File: config.mk
export PLATFORM = sky130hd
export DESIGN_NAME = fifo_write_arbiter_flat
export DESIGN_NICKNAME = d
export VERILOG_FILES = /design/src/rtl/fifo_write_arbiter_if.sv /design/src/rtl/fifo_write_arbiter.sv /design/src/flat_wrapper.sv
export SDC_FILE = /design/constraint.sdc
export NUM_CORES = 1
export LEC_CHECK = 0
export CAP_MARGIN = 20
export CORE_MARGIN = 3
export CORE_UTILIZATION = 36
export CTS_CLUSTER_SIZE = 12
export DETAILED_ROUTE_END_ITERATION = 16
export GPL_TIMING_DRIVEN = 0
export PLACE_DENSITY = 0.86
export SYNTH_ARGS = -nofsm -noshare
export SYNTH_HDL_FRONTEND = slang
export SYNTH_SLANG_ARGS = --single-unit
File: constraint.sdc
create_clock -name w_clk -period 2.05 [get_ports w_clk]
set_input_delay 0.5125 -clock w_clk [delete_from_list [all_inputs] [get_ports w_clk]]
set_output_delay 0.5125 -clock w_clk [all_outputs]
set_load 0.1 [all_outputs]
File: src/rtl/fifo_write_arbiter_if.sv
// Requester streams and FIFO write-port signals shared by the round-robin
// write arbiter and whatever drives its requesters.
interface fifo_write_arbiter_if #(
  parameter int DATA_SIZE = 8,
  parameter int NUM_REQ   = 4
);
  logic [NUM_REQ-1:0]           req_valid;
  logic [NUM_REQ*DATA_SIZE-1:0] req_data;
  logic [NUM_REQ-1:0]           req_ready;
  logic                         full;
  logic                         w_en;
  logic [DATA_SIZE-1:0]         w_data;
  logic [NUM_REQ-1:0]           grant;

  // Arbiter side: consumes requester streams and the full flag.
  modport slave (
    input  req_valid,
    input  req_data,
    input  full,
    output req_ready,
    output w_en,
    output w_data,
    output grant
  );

  // Requester/FIFO side.
  modport master (
    output req_valid,
    output req_data,
    output full,
    input  req_ready,
    input  w_en,
    input  w_data,
    input  grant
  );
endinterface

File: src/rtl/fifo_write_arbiter.sv
// Round-robin arbiter sharing the FIFO write port among NUM_REQ valid/ready
// requesters, granting bursts of up to MAX_BURST words on w_clk.
module fifo_write_arbiter #(
  parameter int DATA_SIZE = 8,
  parameter int NUM_REQ   = 4,
  parameter int MAX_BURST = 4
) (
  input  logic                 w_clk,
  input  logic                 w_rst_n,
  fifo_write_arbiter_if.slave  bus
);

  localparam int ID_W  = $clog2(NUM_REQ);
  localparam int CNT_W = $clog2(MAX_BURST + 1);
  localparam logic [CNT_W-1:0] LAST_BEAT = CNT_W'(MAX_BURST - 1);
  localparam logic [ID_W-1:0]  LAST_REQ  = ID_W'(NUM_REQ - 1);

  typedef enum logic {
    IDLE,
    GRANT
  } state_t;

  state_t               state;
  logic [NUM_REQ-1:0]   grant_q;
  logic [ID_W-1:0]      last_id;
  logic [CNT_W-1:0]     burst_cnt;

  logic [ID_W-1:0]      owner_id;
  logic [DATA_SIZE-1:0] owner_data;
  logic                 owner_valid;
  logic                 xfer;
  logic                 release_now;
  logic [ID_W-1:0]      search_base;
  logic [ID_W:0]        pick;
  logic                 win_found;
  logic [ID_W-1:0]      win_id;

  // Search order is base+1, base+2, ... wrapping; base itself is tried last,
  // so the previous owner only re-wins when nobody else is valid.
  function automatic logic [ID_W:0] rr_pick(input logic [NUM_REQ-1:0] valid,
                                            input logic [ID_W-1:0]    base);
    logic [ID_W:0]   res;
    logic [ID_W-1:0] sel;
    int              idx;
    res = '0;
    for (int k = NUM_REQ; k >= 1; k--) begin
      idx = (int'(base) + k) % NUM_REQ;
      sel = ID_W'(idx);
      if (valid[sel]) res = {1'b1, sel};
    end
    return res;
  endfunction

  always_comb begin
    owner_id   = '0;
    owner_data = '0;
    for (int i = 0; i < NUM_REQ; i++) begin
      if (grant_q[i]) begin
        owner_id   = ID_W'(i);
        owner_data = bus.req_data[i*DATA_SIZE +: DATA_SIZE];
      end
    end
  end

  assign owner_valid = |(grant_q & bus.req_valid);
  assign xfer        = owner_valid & ~bus.full;
  assign release_now = ~owner_valid | (xfer & (burst_cnt == LAST_BEAT));

  // While granted, re-arbitration on release starts after the current owner,
  // which is what last_id becomes at that same edge.
  assign search_base = (state == GRANT) ? owner_id : last_id;
  assign pick        = rr_pick(bus.req_valid, search_base);
  assign win_found   = pick[ID_W];
  assign win_id      = pick[ID_W-1:0];

  assign bus.grant     = grant_q;
  assign bus.req_ready = grant_q & {NUM_REQ{~bus.full}};
  assign bus.w_en      = xfer;
  assign bus.w_data    = owner_data;

  always_ff @(posedge w_clk or negedge w_rst_n) begin
    if (!w_rst_n) begin
      state     <= IDLE;
      grant_q   <= '0;
      last_id   <= LAST_REQ;
      burst_cnt <= '0;
    end else begin
      unique case (state)
        IDLE: begin
          if (win_found) begin
            state     <= GRANT;
            grant_q   <= NUM_REQ'(1) << win_id;
            burst_cnt <= '0;
          end
        end
        GRANT: begin
          if (release_now) begin
            last_id   <= owner_id;
            burst_cnt <= '0;
            if (win_found) begin
              grant_q <= NUM_REQ'(1) << win_id;
            end else begin
              grant_q <= '0;
              state   <= IDLE;
            end
          end else if (xfer) begin
            burst_cnt <= burst_cnt + CNT_W'(1);
          end
        end
      endcase
    end
  end

endmodule

File: src/flat_wrapper.sv
// flat-port wrapper written by rule: the top's interface ports become plain ports
module fifo_write_arbiter_flat 
#(
  parameter int DATA_SIZE = 8,
  parameter int NUM_REQ   = 4,
  parameter int MAX_BURST = 4
)
  (w_clk, w_rst_n, bus_req_valid, bus_req_data, bus_full, bus_req_ready, bus_w_en, bus_w_data, bus_grant);
  fifo_write_arbiter_if #(.DATA_SIZE(DATA_SIZE), .NUM_REQ(NUM_REQ)) bus_i ();
  input  logic w_clk;
  input  logic w_rst_n;
  input wire logic [$bits(bus_i.req_valid)-1:0] bus_req_valid;
  input wire logic [$bits(bus_i.req_data)-1:0] bus_req_data;
  input wire logic [$bits(bus_i.full)-1:0] bus_full;
  output wire logic [$bits(bus_i.req_ready)-1:0] bus_req_ready;
  output wire logic [$bits(bus_i.w_en)-1:0] bus_w_en;
  output wire logic [$bits(bus_i.w_data)-1:0] bus_w_data;
  output wire logic [$bits(bus_i.grant)-1:0] bus_grant;
  assign bus_i.req_valid = bus_req_valid;
  assign bus_i.req_data = bus_req_data;
  assign bus_i.full = bus_full;
  assign bus_req_ready = bus_i.req_ready;
  assign bus_w_en = bus_i.w_en;
  assign bus_w_data = bus_i.w_data;
  assign bus_grant = bus_i.grant;
  fifo_write_arbiter #(.DATA_SIZE(DATA_SIZE), .NUM_REQ(NUM_REQ), .MAX_BURST(MAX_BURST)) u_core (.w_clk(w_clk), .w_rst_n(w_rst_n), .bus(bus_i));
endmodule
Yosys cells after proc, flatten, opt, wreduce, memory -nomap -nowiden

Index checks and enable logic that the tools add are counted.

Add/sub/neg operators: 5
Reduce and logical (&&, ||, !) cells: 4
Equality and inequality tests: 4
Shift-type cells: 1
$lt $le $gt $ge: 4
Muxes and demuxes: 31
Bitwise operators: 8

Operator list:

| kind                  | number |
|---|---|
| $mux W8               | 4 |
| $mux W3               | 7 |
| $lt A2 B3 Y1 const B  | 4 |
| $mux W4               | 3 |
| $and A4 B4 Y4         | 2 |
| $bmux W1 S2           | 4 |
| $pmux W4 S2           | 1 |
| $mux W1               | 7 |
| $mux W2               | 3 |
| $pmux W3 S2           | 1 |
| $reduce_and A2 Y1     | 3 |
| $add A2 B1 Y2 const B | 2 |
| $add A2 B2 Y2 const B | 2 |
| $reduce_or A4 Y1      | 1 |
| $shl A1 B2 Y4 const A | 1 |
| $add A3 B1 Y3 const B | 1 |
| $eq A3 B2 Y1 const B  | 1 |
| $ne A3 B3 Y1 const B  | 1 |
| $not A1 Y1            | 3 |
| $and A1 B1 Y1         | 2 |
| $ne A2 B1 Y1 const B  | 1 |
| $ne A2 B2 Y1 const B  | 1 |
| $pmux W1 S2           | 1 |
| $or A1 B1 Y1          | 1 |

Flip-flop bits (word level): 10
Output and inout bits: 17

Longest topological paths before layout

Depth after elaboration: 15
Depth in mapped cells: 6
Depth with buffers taken out: 6

Worst setup path after synthesis

No wires, ideal clock.

Path type: flip-flop to flip-flop
From: register u_core.grant_q[3], in the netlist u_core.bus.grant[3]
To: register u_core.burst_cnt[0]
Path buffers: 1
Stages on the path, launching flop included: 6
Period minus slack after synthesis: 3.686 ns
Slack: -1.636 ns
Required time: 1.925 ns
Data arrival time: 3.561 ns
Cells stage by stage: dfrtp_1 buf_2 a22oi_1 a21oi_1 nor2_1 mux2_2

Elaborated cells on any way between the ends: 29

RTL lines:

| element                                          | RTL line                  | RTL |
|---|---|---|
| start, declared                                  | fifo_write_arbiter.sv:24  | `logic [NUM_REQ-1:0] grant_q;` |
| start signal, assigned                           | fifo_write_arbiter.sv:92  | `grant_q <= NUM_REQ'(1) << win_id;` |
| start signal, assigned                           | fifo_write_arbiter.sv:101 | `grant_q <= NUM_REQ'(1) << win_id;` |
| $and A4 B4 Y4 *                                  | fifo_write_arbiter.sv:65  | `assign owner_valid = \|(grant_q & bus.req_valid);` |
| $reduce_or A4 Y1 *                               | fifo_write_arbiter.sv:65  |  |
| $and A1 B1 Y1 *                                  | fifo_write_arbiter.sv:66  | `assign xfer = owner_valid & ~bus.full;` |
| named net bus_w_en                               | flat_wrapper.sv:16        | `output wire logic [$bits(bus_i.w_en)-1:0] bus_w_en;` |
| $and A1 B1 Y1                                    | fifo_write_arbiter.sv:67  | `assign release_now = ~owner_valid \| (xfer & (burst_cnt == LAST_BEAT));` |
| $or A1 B1 Y1                                     | fifo_write_arbiter.sv:67  |  |
| $mux W3 or $ne A3 B3 Y1 (tied branches)          | -                         |  |
| $pmux W3 S2 or $reduce_and A2 Y1 (tied branches) | -                         |  |
| end signal, assigned                             | fifo_write_arbiter.sv:107 | `burst_cnt <= burst_cnt + CNT_W'(1);` |
| end, declared                                    | fifo_write_arbiter.sv:26  | `logic [CNT_W-1:0] burst_cnt;` |

The timed path passes the listed nets; every way through them passes the cells marked *. The select of a mux whose other input is x is not followed.
A chain may end at the register's enable or synchronous reset.

Worst setup path after layout

From: input port bus_req_data[16]
To: output port bus_w_data[0]

Longest elaborated chain between the ends: 2

RTL lines:

| element              | RTL line                 | RTL |
|---|---|---|
| start, declared      | flat_wrapper.sv:13       | `input wire logic [$bits(bus_i.req_data)-1:0] bus_req_data;` |
| $mux W8 (2 in a row) | fifo_write_arbiter.sv:58 | `if (grant_q[i]) begin` |
| end, declared        | flat_wrapper.sv:17       | `output wire logic [$bits(bus_i.w_data)-1:0] bus_w_data;` |

No other way between the ends.

==> flow_metrics.py <==
metrics = {
    "clock_tree": {
        "ctsHoldBuffers": 0,
        "cts_sinks": 10,
        "cts_root_buffer": "clkbuf_4",
        "clk_path_buf_depth": 2,
        "cts_tree": "done",
        "h-tree-depth": 1,
        "numCtsBuffers": 3,
        "clk_latency_ns": 0.29,
        "path_clk_slew_ns": 0.06,
    },
    "placement": {
        "routabilityCongestion": 0.862,
        "dp_hpwl_um": 2650,
        "portBuffers": 55,
    },
    "cells_and_area": {
        "drive_gt1_share_pct": 44.4,
        "layout_commonest_cell": "clkdlybuf4s50_1",
        "antennaDiodeCount": 0,
        "seq_area_sq_um": 265,
        "syn_to_final_growth_pct": 112,
        "layout.nets": 213,
        "multi_input_area_sq_um": 778,
        "final_cell_mix": "clkdlybuf4s50_1 (33), buf_12 (11), nor2_1 (11), buf_4 (10), a22oi_2 (9)",
        "nFillCells": 132,
    },
    "sta": {
        "setup_viol": 11,
        "finalCritPeriodShare_pct": 111,
        "period_needed_ns": 2.28,
        "slew_violations": 0,
        "fmax_mhz": 438,
        "fin_tns_setup_ns": -1.73,
        "worst_pin_slew_ns": 0.983,
        "rsz0062_at_grt": "yes",
        "hold_violations": 0,
        "fin_worst_skew_ns": 0.0215,
        "setup_slack_ns": -0.232,
        "slew_headroom_pct": 34.7,
    },
    "worst_setup_path": {
        "worstSetupPathType": "primary input to output pin",
        "crit_slowest_cell": "clkdlybuf4s50_1",
        "max_stage_delay_ns": 0.44,
        "cp_max_fo": 1,
        "crit_path_end_kind": "output pin",
        "cp-start-kind": "primary input",
        "worstPathCellList": "clkdlybuf4s50_1, a22oi_2, nor2_2, a221o_4, buf_12",
        "critPathArrivalTime_ns": 1.77,
        "worst_ep_required_time_ns": 1.54,
    },
    "status": {
        "violations": "setup timing",
        "status": "finished, violations left",
    },
    "global_routing": {
        "grt_max_degree": 11,
        "grt_pass1_wl_um": 6200,
        "use_met3_pct": 6.96,
        "grt_use_total_pct": 24.8,
        "antenna_found_initial": 0,
        "met2_usage_pct": 45.7,
        "first_global_vias": 1240,
        "use_met1_pct": 27.5,
        "grt-busiest-layer": "met2",
        "grt_remaining_overflow": 0,
    },
    "synth": {
        "yosysWarnings": 0,
        "synth.distinct_cells": 36,
        "syn_inst": 105,
        "synth-seq-cells": 10,
        "yosys.area.top_type_share_pct": 22.2,
        "synth-main-ff-cell": "dfrtp_1",
        "yosysSeqAreaShare_pct": 28.1,
        "syn_area_per_cell_sq_um": 8.58,
        "synth.top_cells.by_area": "dfrtp_1 (22%), a221o_1 (10%), a22oi_1 (8.3%)",
        "syn-num-nets": 146,
        "synth_edf_count": 0,
        "async_flop_share_pct": 100,
        "syn_area_sq_um": 901,
        "synth.largest_area_cell": "dfrtp_1",
    },
    "pwr": {
        "leakagePower_nw": 0.784,
        "ir_worst_vdd_v": 0.00166,
        "power.density_nw_per_um2": 2010,
        "finalPower_w": 0.00384,
    },
    "detailed_routing": {
        "wl_per_cell_um": 19.6,
        "via_count": 1210,
        "via_per_inst": 6.08,
        "dr.pass1.iters": 4,
        "ant_nets": 0,
        "drcViolationCount": 0,
        "drt_iter0_markers": 78,
        "routed_wl_um": 3910,
    },
    "floorplan": {
        "fp.dieW_um": 56.0,
        "start_util_pct": 39.2,
        "io_pins": 56,
        "dieArea_sq_um": 3140,
        "rows": 17,
        "fp.dieH_um": 56.0,
        "design.core.area_sq_um": 2300,
    },
    "flow_run": {
        "maxCapViolCount": 0,
    },
    "hold_path": {
        "hp-class": "register to register",
    },
}
## through the flow
stage          setup slack (ns)  cell area [sq um]  util, %  instances  hold WS (ns)
2_1_floorplan           -0.0564               1070        -        105         0.217
3_5_place_dp              -1.07               1650     72.0        188         0.463
4_1_cts                  -0.190               1820     79.4        194         0.473
5_1_grt                  -0.263               1910     83.2        199         0.487
6_report                 -0.232               1910     83.2        199         0.470
3_3_place_gp              -1.10               1650     72.0        188         0.463
## worst max-delay path, delay by kind of cell
family                 cells  cell delay (ns)
buffers and inverters      2             0.61
and+or+nand+nor            1             0.06
AOI/OAI and AO/OA          2             0.59
## routing by layer
| layer | vias to the layer above | share of wire, % |
|---|---|---|
| li1 | 536 | - |
| met1 | 568 | 37 |
| met2 | 91 | 51 |
| met3 | 15 | 9.7 |
| met4 | 0 | 2.5 |
| met5 | - | 0 |
## cell usage after synthesis, types with 3 or more instances
library cell,instances
a22oi_1,10
nor2_1,17
a21oi_1,4
a221o_1,9
dfrtp_1,8
nand2_1,5
a22o_1,3
inv_1,9
o32ai_1,4
## final timing paths
| kind | start | endpoint | slack (ns) | cells after the start |
|---|---|---|---|---|
| max in group asynchronous | w_rst_n | u_core.last_id[0] | 1.13 | 1 |
| worst max register to register | u_core.bus.grant[1] | u_core.bus.grant[2] | -0.02 | 6 |
| worst min-delay path | u_core.last_id[1] | u_core.last_id[1] | 0.47 | 2 |
| worst min register to register | u_core.last_id[1] | u_core.last_id[1] | 0.47 | 2 |
| worst max-delay path | bus_req_data[16] | bus_w_data[0] | -0.23 | 5 |
| min in group asynchronous | w_rst_n | u_core.bus.grant[0] | 0.55 | 1 |
## what timing repair did
item,in CTS,in global routing
pin swaps,7,2
resized for setup,131,14
buffers inserted,3,5
endpoints found under the setup margin,20,14
## final cells by class
type | instances | share of cell area, %
Sequential cell | 10 | 13.9
Buffer | 5 | 3.80
Timing Repair Buffer | 63 | 36.5
Clock buffer | 4 | 1.37
Tap cell | 28 | 1.83
Multi-Input combinational cell | 80 | 40.7
Inverter | 9 | 1.96
## power breakdown
group | switching (W) | total, W | internal [W] | leakage [nW]
clock | 0.0000793 | 0.000155 | 0.0000754 | 0.0150
sequential | 0.0000820 | 0.000384 | 0.000302 | 0.117
combinational | 0.00204 | 0.00331 | 0.00127 | 0.652
## state kept, by name, indices dropped and copies added, names as in the netlist
name,flops
u_core.last_id,2
u_core.bus.grant,4
u_core.state,1
u_core.burst_cnt,3
## logic make-up after synthesis
logic type / Yosys count / share of synthesized area (%)
AND/OR/NAND/NOR: 35 / 19.4
AO/OA/AOI/OAI: 40 / 37.6
adder cells (fa/ha/maj): 2 / 2.78
multiplexers: 3 / 3.47
flip-flops: 10 / 28.1
buffers and inverters: 15 / 8.61
Note: power is estimated with default switching activity, not from simulation.
